### src/rtl/coin_lane_scheduler.sv
// Three-lane coin scheduler: frame-rate spawn, fall, scale, collect/miss and score.
// Optional macro COIN_SCHED_SPEEDUP_EN shortens the spawn interval as coins are collected.
module coin_lane_scheduler #(
   parameter int unsigned SPAWN_INTERVAL = 120,
   parameter int unsigned Y_END          = 592,
   parameter int unsigned Y_X2           = 300,
   parameter int unsigned Y_X4           = 450,
   parameter int unsigned HIT_Y_MIN      = 144,
   parameter int unsigned CENTER_X       = 640,
   parameter logic [7:0]  LFSR_SEED      = 8'hA5
) (
   input  logic        i_clk,
   input  logic        i_rst,
   input  logic        i_v_sync,
   input  logic        i_enable,
   input  logic [2:0]  i_collect,
   output logic [2:0]  o_lane_active,
   output logic [47:0] o_lane_y,
   output logic [47:0] o_lane_x,
   output logic [5:0]  o_lane_scale,
   output logic        o_collect_pulse,
   output logic        o_miss_pulse,
   output logic [15:0] o_score
);

   typedef enum logic {
      LANE_IDLE = 1'b0,
      LANE_FALL = 1'b1
   } lane_state_e;

   localparam logic [7:0]  INTERVAL_L = 8'(SPAWN_INTERVAL);
   localparam logic [15:0] Y_END_L    = 16'(Y_END);
   localparam logic [15:0] Y_X2_L     = 16'(Y_X2);
   localparam logic [15:0] Y_X4_L     = 16'(Y_X4);
   localparam logic [15:0] HIT_Y_L    = 16'(HIT_Y_MIN);
   localparam logic [15:0] CENTER_L   = 16'(CENTER_X);

   lane_state_e state_q [3];
   lane_state_e state_d [3];
   logic [15:0] y_q [3];
   logic [15:0] y_d [3];

   logic        v_sync_q;
   logic        armed_q;
   logic [7:0]  spawn_cnt_q, spawn_cnt_d;
   logic [7:0]  lfsr_q, lfsr_d;
   logic [15:0] score_q, score_d;
   logic        collect_pulse_q, collect_pulse_d;
   logic        miss_pulse_q, miss_pulse_d;

   logic        tick;
   logic [3:0]  busy;
   logic [2:0]  hit;
   logic [2:0]  miss;
   logic [1:0]  n_hit;
   logic [7:0]  interval;
   logic        spawn_due;
   logic        spawn_ok;
   logic [1:0]  pref_lane;
   logic [1:0]  spawn_lane;

   function automatic logic [1:0] next_lane(input logic [1:0] l);
      return (l == 2'd2) ? 2'd0 : l + 2'd1;
   endfunction

   // armed_q keeps a v_sync already high at reset release from looking like an edge
   assign tick = armed_q & i_v_sync & ~v_sync_q;

   assign busy  = {1'b1, state_q[2] == LANE_FALL, state_q[1] == LANE_FALL,
                   state_q[0] == LANE_FALL};
   assign n_hit = 2'($countones(hit));

`ifdef COIN_SCHED_SPEEDUP_EN
   localparam logic [7:0] INTERVAL_FLOOR = 8'd30;

   logic [7:0] interval_q, interval_d;
   logic [2:0] coin_grp_q, coin_grp_d;
   logic [3:0] grp_sum;

   assign interval = interval_q;

   always_comb begin
      grp_sum    = {1'b0, coin_grp_q} + {2'b00, n_hit};
      coin_grp_d = grp_sum[2:0];
      interval_d = interval_q;
      if (grp_sum[3] && (interval_q > INTERVAL_FLOOR)) begin
         interval_d = interval_q - 8'd1;
      end
   end

   always_ff @(posedge i_clk or posedge i_rst) begin
      if (i_rst) begin
         interval_q <= INTERVAL_L;
         coin_grp_q <= 3'd0;
      end else begin
         interval_q <= interval_d;
         coin_grp_q <= coin_grp_d;
      end
   end
`else
   assign interval = INTERVAL_L;
`endif

   // Spawn decision looks only at lane state registered at cycle start
   always_comb begin
      pref_lane  = (lfsr_q[1:0] == 2'd3) ? 2'd0 : lfsr_q[1:0];
      spawn_lane = pref_lane;
      spawn_ok   = 1'b1;
      if (!busy[pref_lane]) begin
         spawn_lane = pref_lane;
      end else if (!busy[next_lane(pref_lane)]) begin
         spawn_lane = next_lane(pref_lane);
      end else if (!busy[next_lane(next_lane(pref_lane))]) begin
         spawn_lane = next_lane(next_lane(pref_lane));
      end else begin
         spawn_ok = 1'b0;
      end
   end

   assign spawn_due = tick & i_enable & (spawn_cnt_q >= (interval - 8'd1));

   // NOTE: every always_comb output gets a default first so no path leaves it unassigned (no latch).
   always_comb begin
      hit  = '0;
      miss = '0;
      for (int n = 0; n < 3; n++) begin
         state_d[n] = state_q[n];
         y_d[n]     = y_q[n];
         hit[n]     = busy[n] & i_collect[n] & (y_q[n] >= HIT_Y_L);
         miss[n]    = tick & busy[n] & (y_q[n] >= Y_END_L) & ~hit[n];
         if (hit[n] || miss[n]) begin
            state_d[n] = LANE_IDLE;
            y_d[n]     = 16'd0;
         end else if (tick && busy[n]) begin
            y_d[n] = y_q[n] + 16'd1;
         end
         if (spawn_due && spawn_ok && (spawn_lane == 2'(n))) begin
            state_d[n] = LANE_FALL;
            y_d[n]     = 16'd0;
         end
      end
   end

   always_comb begin
      logic [16:0] score_sum;
      spawn_cnt_d = spawn_cnt_q;
      if (tick && i_enable) begin
         spawn_cnt_d = spawn_due ? 8'd0 : spawn_cnt_q + 8'd1;
      end
      lfsr_d = tick ? {lfsr_q[6:0], lfsr_q[7] ^ lfsr_q[5] ^ lfsr_q[4] ^ lfsr_q[3]} : lfsr_q;
      score_sum       = {1'b0, score_q} + {15'd0, n_hit};
      score_d         = score_sum[16] ? 16'hFFFF : score_sum[15:0];
      collect_pulse_d = |hit;
      miss_pulse_d    = |miss;
   end

   // NOTE: sequential state uses non-blocking assignments so all registers update together.
   // NOTE: the lane y array is only three words, so it is reset like any other register.
   always_ff @(posedge i_clk or posedge i_rst) begin
      if (i_rst) begin
         for (int n = 0; n < 3; n++) begin
            state_q[n] <= LANE_IDLE;
            y_q[n]     <= 16'd0;
         end
         v_sync_q        <= 1'b0;
         armed_q         <= 1'b0;
         spawn_cnt_q     <= 8'd0;
         lfsr_q          <= LFSR_SEED;
         score_q         <= 16'd0;
         collect_pulse_q <= 1'b0;
         miss_pulse_q    <= 1'b0;
      end else begin
         for (int n = 0; n < 3; n++) begin
            state_q[n] <= state_d[n];
            y_q[n]     <= y_d[n];
         end
         v_sync_q        <= i_v_sync;
         armed_q         <= 1'b1;
         spawn_cnt_q     <= spawn_cnt_d;
         lfsr_q          <= lfsr_d;
         score_q         <= score_d;
         collect_pulse_q <= collect_pulse_d;
         miss_pulse_q    <= miss_pulse_d;
      end
   end

   // Sprite geometry: x and scale are pure functions of the registered depth
   always_comb begin
      logic [15:0] yv;
      logic [15:0] half_y;
      logic [15:0] h;
      logic [1:0]  sc;
      logic [15:0] xv;
      o_lane_y     = '0;
      o_lane_x     = '0;
      o_lane_scale = '0;
      for (int n = 0; n < 3; n++) begin
         yv     = busy[n] ? y_q[n] : 16'd0;
         half_y = yv >> 1;
         if (yv < Y_X2_L) begin
            sc = 2'd0;
            h  = 16'd16;
         end else if (yv < Y_X4_L) begin
            sc = 2'd1;
            h  = 16'd32;
         end else begin
            sc = 2'd2;
            h  = 16'd64;
         end
         case (n)
            0:       xv = CENTER_L - half_y - h;
            1:       xv = CENTER_L - h;
            default: xv = CENTER_L + half_y - h;
         endcase
         if (busy[n]) begin
            o_lane_y[16*n +: 16]   = yv;
            o_lane_x[16*n +: 16]   = xv;
            o_lane_scale[2*n +: 2] = sc;
         end
      end
   end

   assign o_lane_active   = busy[2:0];
   assign o_collect_pulse = collect_pulse_q;
   assign o_miss_pulse    = miss_pulse_q;
   assign o_score         = score_q;

endmodule

### config.mk
export PLATFORM = sky130hd
export DESIGN_NAME = coin_lane_scheduler
export DESIGN_NICKNAME = d
export VERILOG_FILES = /design/src/rtl/coin_lane_scheduler.sv
export SDC_FILE = /design/constraint.sdc
export NUM_CORES = 1
export LEC_CHECK = 0
export BUFFER_PORTS_ARGS = -buffer_cell sky130_fd_sc_hd__buf_2
export CAP_MARGIN = 30
export CORE_ASPECT_RATIO = 2
export CORE_MARGIN = 2
export CORE_UTILIZATION = 51
export CTS_CLUSTER_DIAMETER = 30
export DETAILED_ROUTE_END_ITERATION = 8
export PLACE_DENSITY = 0.74
export SYNTH_ARGS = -nofsm -noshare
export SYNTH_HDL_FRONTEND = slang
export SYNTH_SLANG_ARGS = --single-unit
### constraint.sdc
create_clock -name i_clk -period 11.9 [get_ports i_clk]
set_input_delay 1.785 -clock i_clk [delete_from_list [all_inputs] [get_ports i_clk]]
set_output_delay 1.785 -clock i_clk [all_outputs]
set_load 0.005 [all_outputs]
==> reports/results.txt <==
CP Data Required Time = 10.12 ns
CP max FO = 36
Fmax = 160 MHz
Die X = 86.4 µm
Worst Path Arrival = 4.48 ns
HP Class = register to register
syn_area_per_cell = 8.31 µm²
diode count = 0
Fin Setup TNS = 0 ns
Yosys cell types = 74
Die H = 169 µm
ANT nets after route = 0
routed len/inst = 15.3 µm
Main synth FF type = dfrtp_1
Warnings, synthesis = 0
global-route wire length before repair = 28100 µm
residual DRC count = 0
max layer used = met4
final total power = 0.704 mW
fraction of layout cells with a size suffix above 1 = 17.6%
post-synth top area share = 30.0%
met3 WL = 426 µm
Seq/Total Area, Yosys = 31.5%
Resized cells post-CTS = 0
FFs w/ async S/R, synth = 100%
final wirelength = 16500 µm
P_leak = 4.20 nW
vias in the first global route = 6130
Synth Area in Compound Gates = 18.7%
initial antenna violation count = 0
largest net degree at the start of global routing = 63
root buf cell = clkbuf_16
Initial Util = 51.9%
initial drt markers = 266
Area Overhead vs Synth = 12.3%
Vias per Instance = 5.78
RSZ-0062 raised after global routing = no
Pre-antenna DRT Iters = 5
Placeable Area = 13400 µm²
Post-Syn Area = 6930 µm²
Hold Crit Depth = 2
Tcrit/Tclk final = 52.6%
multiplexer share of the synthesized area = 1.64%
post-route minimum period = 6.26 ns
Num CTS Buffers = 9
Max IR drop VDD = 0.0000718 V
all-layer global routing usage = 23.4%
routed via count = 6252
Worst Setup End Kind = primary output
TritonCTS clock tree = yes
Clock Path Buffers = 2
post-CTS setup buffers = 0
post-route setup slack = 5.64 ns
combinational family with the most area after synthesis = simple AND/OR/NAND/NOR gates
final instance area = 7780 µm²
Slew HR = 33.6%
Gate Count Post-Synth = 834
I/O pin total = 130
number of port buffers = 117
aggregate global routing overflow = 0
die area = 14600 µm²
fill cell count = 1291
PwrDens = 90.5 nW/µm²
xor/xnor share of the synthesized area = 3.92%
Worst R2R Path Depth = 11
startpoint types = register
routability cong. = 0.886
worst slew pin tran = 0.989 ns
final setup vio count = 0
final hold vios = 0
Clock Latency Late Sink = 0.34 ns
top cells by area, synth = dfrtp_1 (30%), ha_1 (9.0%), nand2_1 (5.3%)
FP Rows = 60
Yosys top cell by area = dfrtp_1
crit path kind = register to primary output
DP Worst Slack = 6.03 ns
post-layout net count = 980
post-synthesis adder-cell area fraction = 9.89%
met2 routed WL = 9560 µm
Final Skew = 0.00825 ns
Area after DPL = 7470 µm²
CTS Sinks = 87
register bit total from synthesis = 87
max_cap viols = 0
hpwl dp = 12700 µm
Slew Viols, Final = 0
Post-synth EDFFs = 0
metal1 wirelength = 6050 µm
H-tree levels = 3
simple-gate share of the synthesized area = 25.2%
status = completed
hold-fix buffers at CTS = 0
clock transition at the registers of the reported paths = 0.06 ns
-- layout make-up --
type	count	area, µm²	area share (%)
clock inverters	6	67.6	0.868
well taps	155	194	2.49
clock buffers	10	239	3.07
repair buffers	124	638	8.20
flip-flops and latches	87	2180	28.0
inverters	78	294	3.78
multi-input cells	621	4170	53.5
-- per-stage QoR --
stage	utilization [%]	hold WS, ns	cells
6_report	58.2	0.481	1081
5_1_grt	58.2	0.515	1081
4_1_cts	58.2	0.483	1081
3_5_place_dp	55.9	0.453	1065
3_3_place_gp	55.9	0.453	1065
2_1_floorplan	-	0.440	845
-- flip-flops by register name, indices dropped and copies added, names as in the netlist --
| name | count |
|---|---|
| armed_q | 1 |
| lfsr_q | 8 |
| o_collect_pulse | 1 |
| o_lane_active | 3 |
| o_miss_pulse | 1 |
| o_score | 16 |
| spawn_cnt_q | 8 |
| v_sync_q | 1 |
| y_q | 48 |
-- path summary, 6_finish.rpt --
kind	startpoint	to	slack [ns]
max	o_lane_active[2]	o_lane_x[44]	5.64
min	lfsr_q[5]	lfsr_q[5]	0.48
max reg2reg	y_q[4]	o_score[8]	8.16
min reg2reg	lfsr_q[5]	lfsr_q[5]	0.48
max in group asynchronous	i_rst	y_q[2]	9.33
min in group asynchronous	i_rst	y_q[29]	1.44
-- power breakdown --
part	leakage, nW	switching (mW)	internal, mW
logic	3.02	0.0607	0.0316
registers	1.04	0.0124	0.313
clock network	0.145	0.117	0.169
total	4.20	0.190	0.514
-- worst max-delay path: stages, from the launching register on --
cell	delay, ns
dfrtp_1	0.36
buf_4	0.24
inv_1	0.39
o211ai_1	0.25
o21ai_1	0.22
nand3_1	0.14
or4_1	0.50
ha_1	0.30
ha_1	0.37
o21a_1	0.21
o221ai_1	0.28
nand2_1	0.15
a2111oi_0	0.45
a311o_1	0.17
buf_2	0.10
-- cells in the final DEF, fill, tap and decap left out, drive strengths merged, types with 17 or more instances in the layout --
cell    instances
nor2           49
a21oi          25
o21ai          37
nand4          18
and2           51
xnor2          18
dfrtp          83
nand3          20
nand2          97
ha             50
o211ai         18
buf           124
inv            78
nor3           17
-- Yosys cell counts, drive strengths merged (7+ instances only) --
library cell  number
nand2             97
dfrtp             83
inv               78
and2              51
ha                50
nor2              49
buf               40
o21ai             37
a21oi             25
nand3             20
clkbuf            19
nand4             18
o211ai            18
xnor2             18
nor3              17
and3              16
nand2b            16
xor2              13
nor4              12
o2111ai           11
o31ai             10
mux2i              8
a41oi              7
nor2b              7
o21a               7
o22ai              7
or4                7
-- per-layer routing --
metal	global-route usage [%]	vias to the layer above
met1	23.7	3008
met5	0	-
met3	2.73	39
met4	9.92	0
li1	-	3075
met2	46.2	130
-- cell families after synthesis --
logic type / count (synthesis)
AND/OR/NAND/NOR: 332
AO/OA/AOI/OAI: 180
buffers and inverters: 137
flip-flops: 87
adder cells (fa/ha/maj): 54
XOR/XNOR: 31
multiplexers: 11
other: 2
Note: power is estimated with default switching activity, not from simulation.
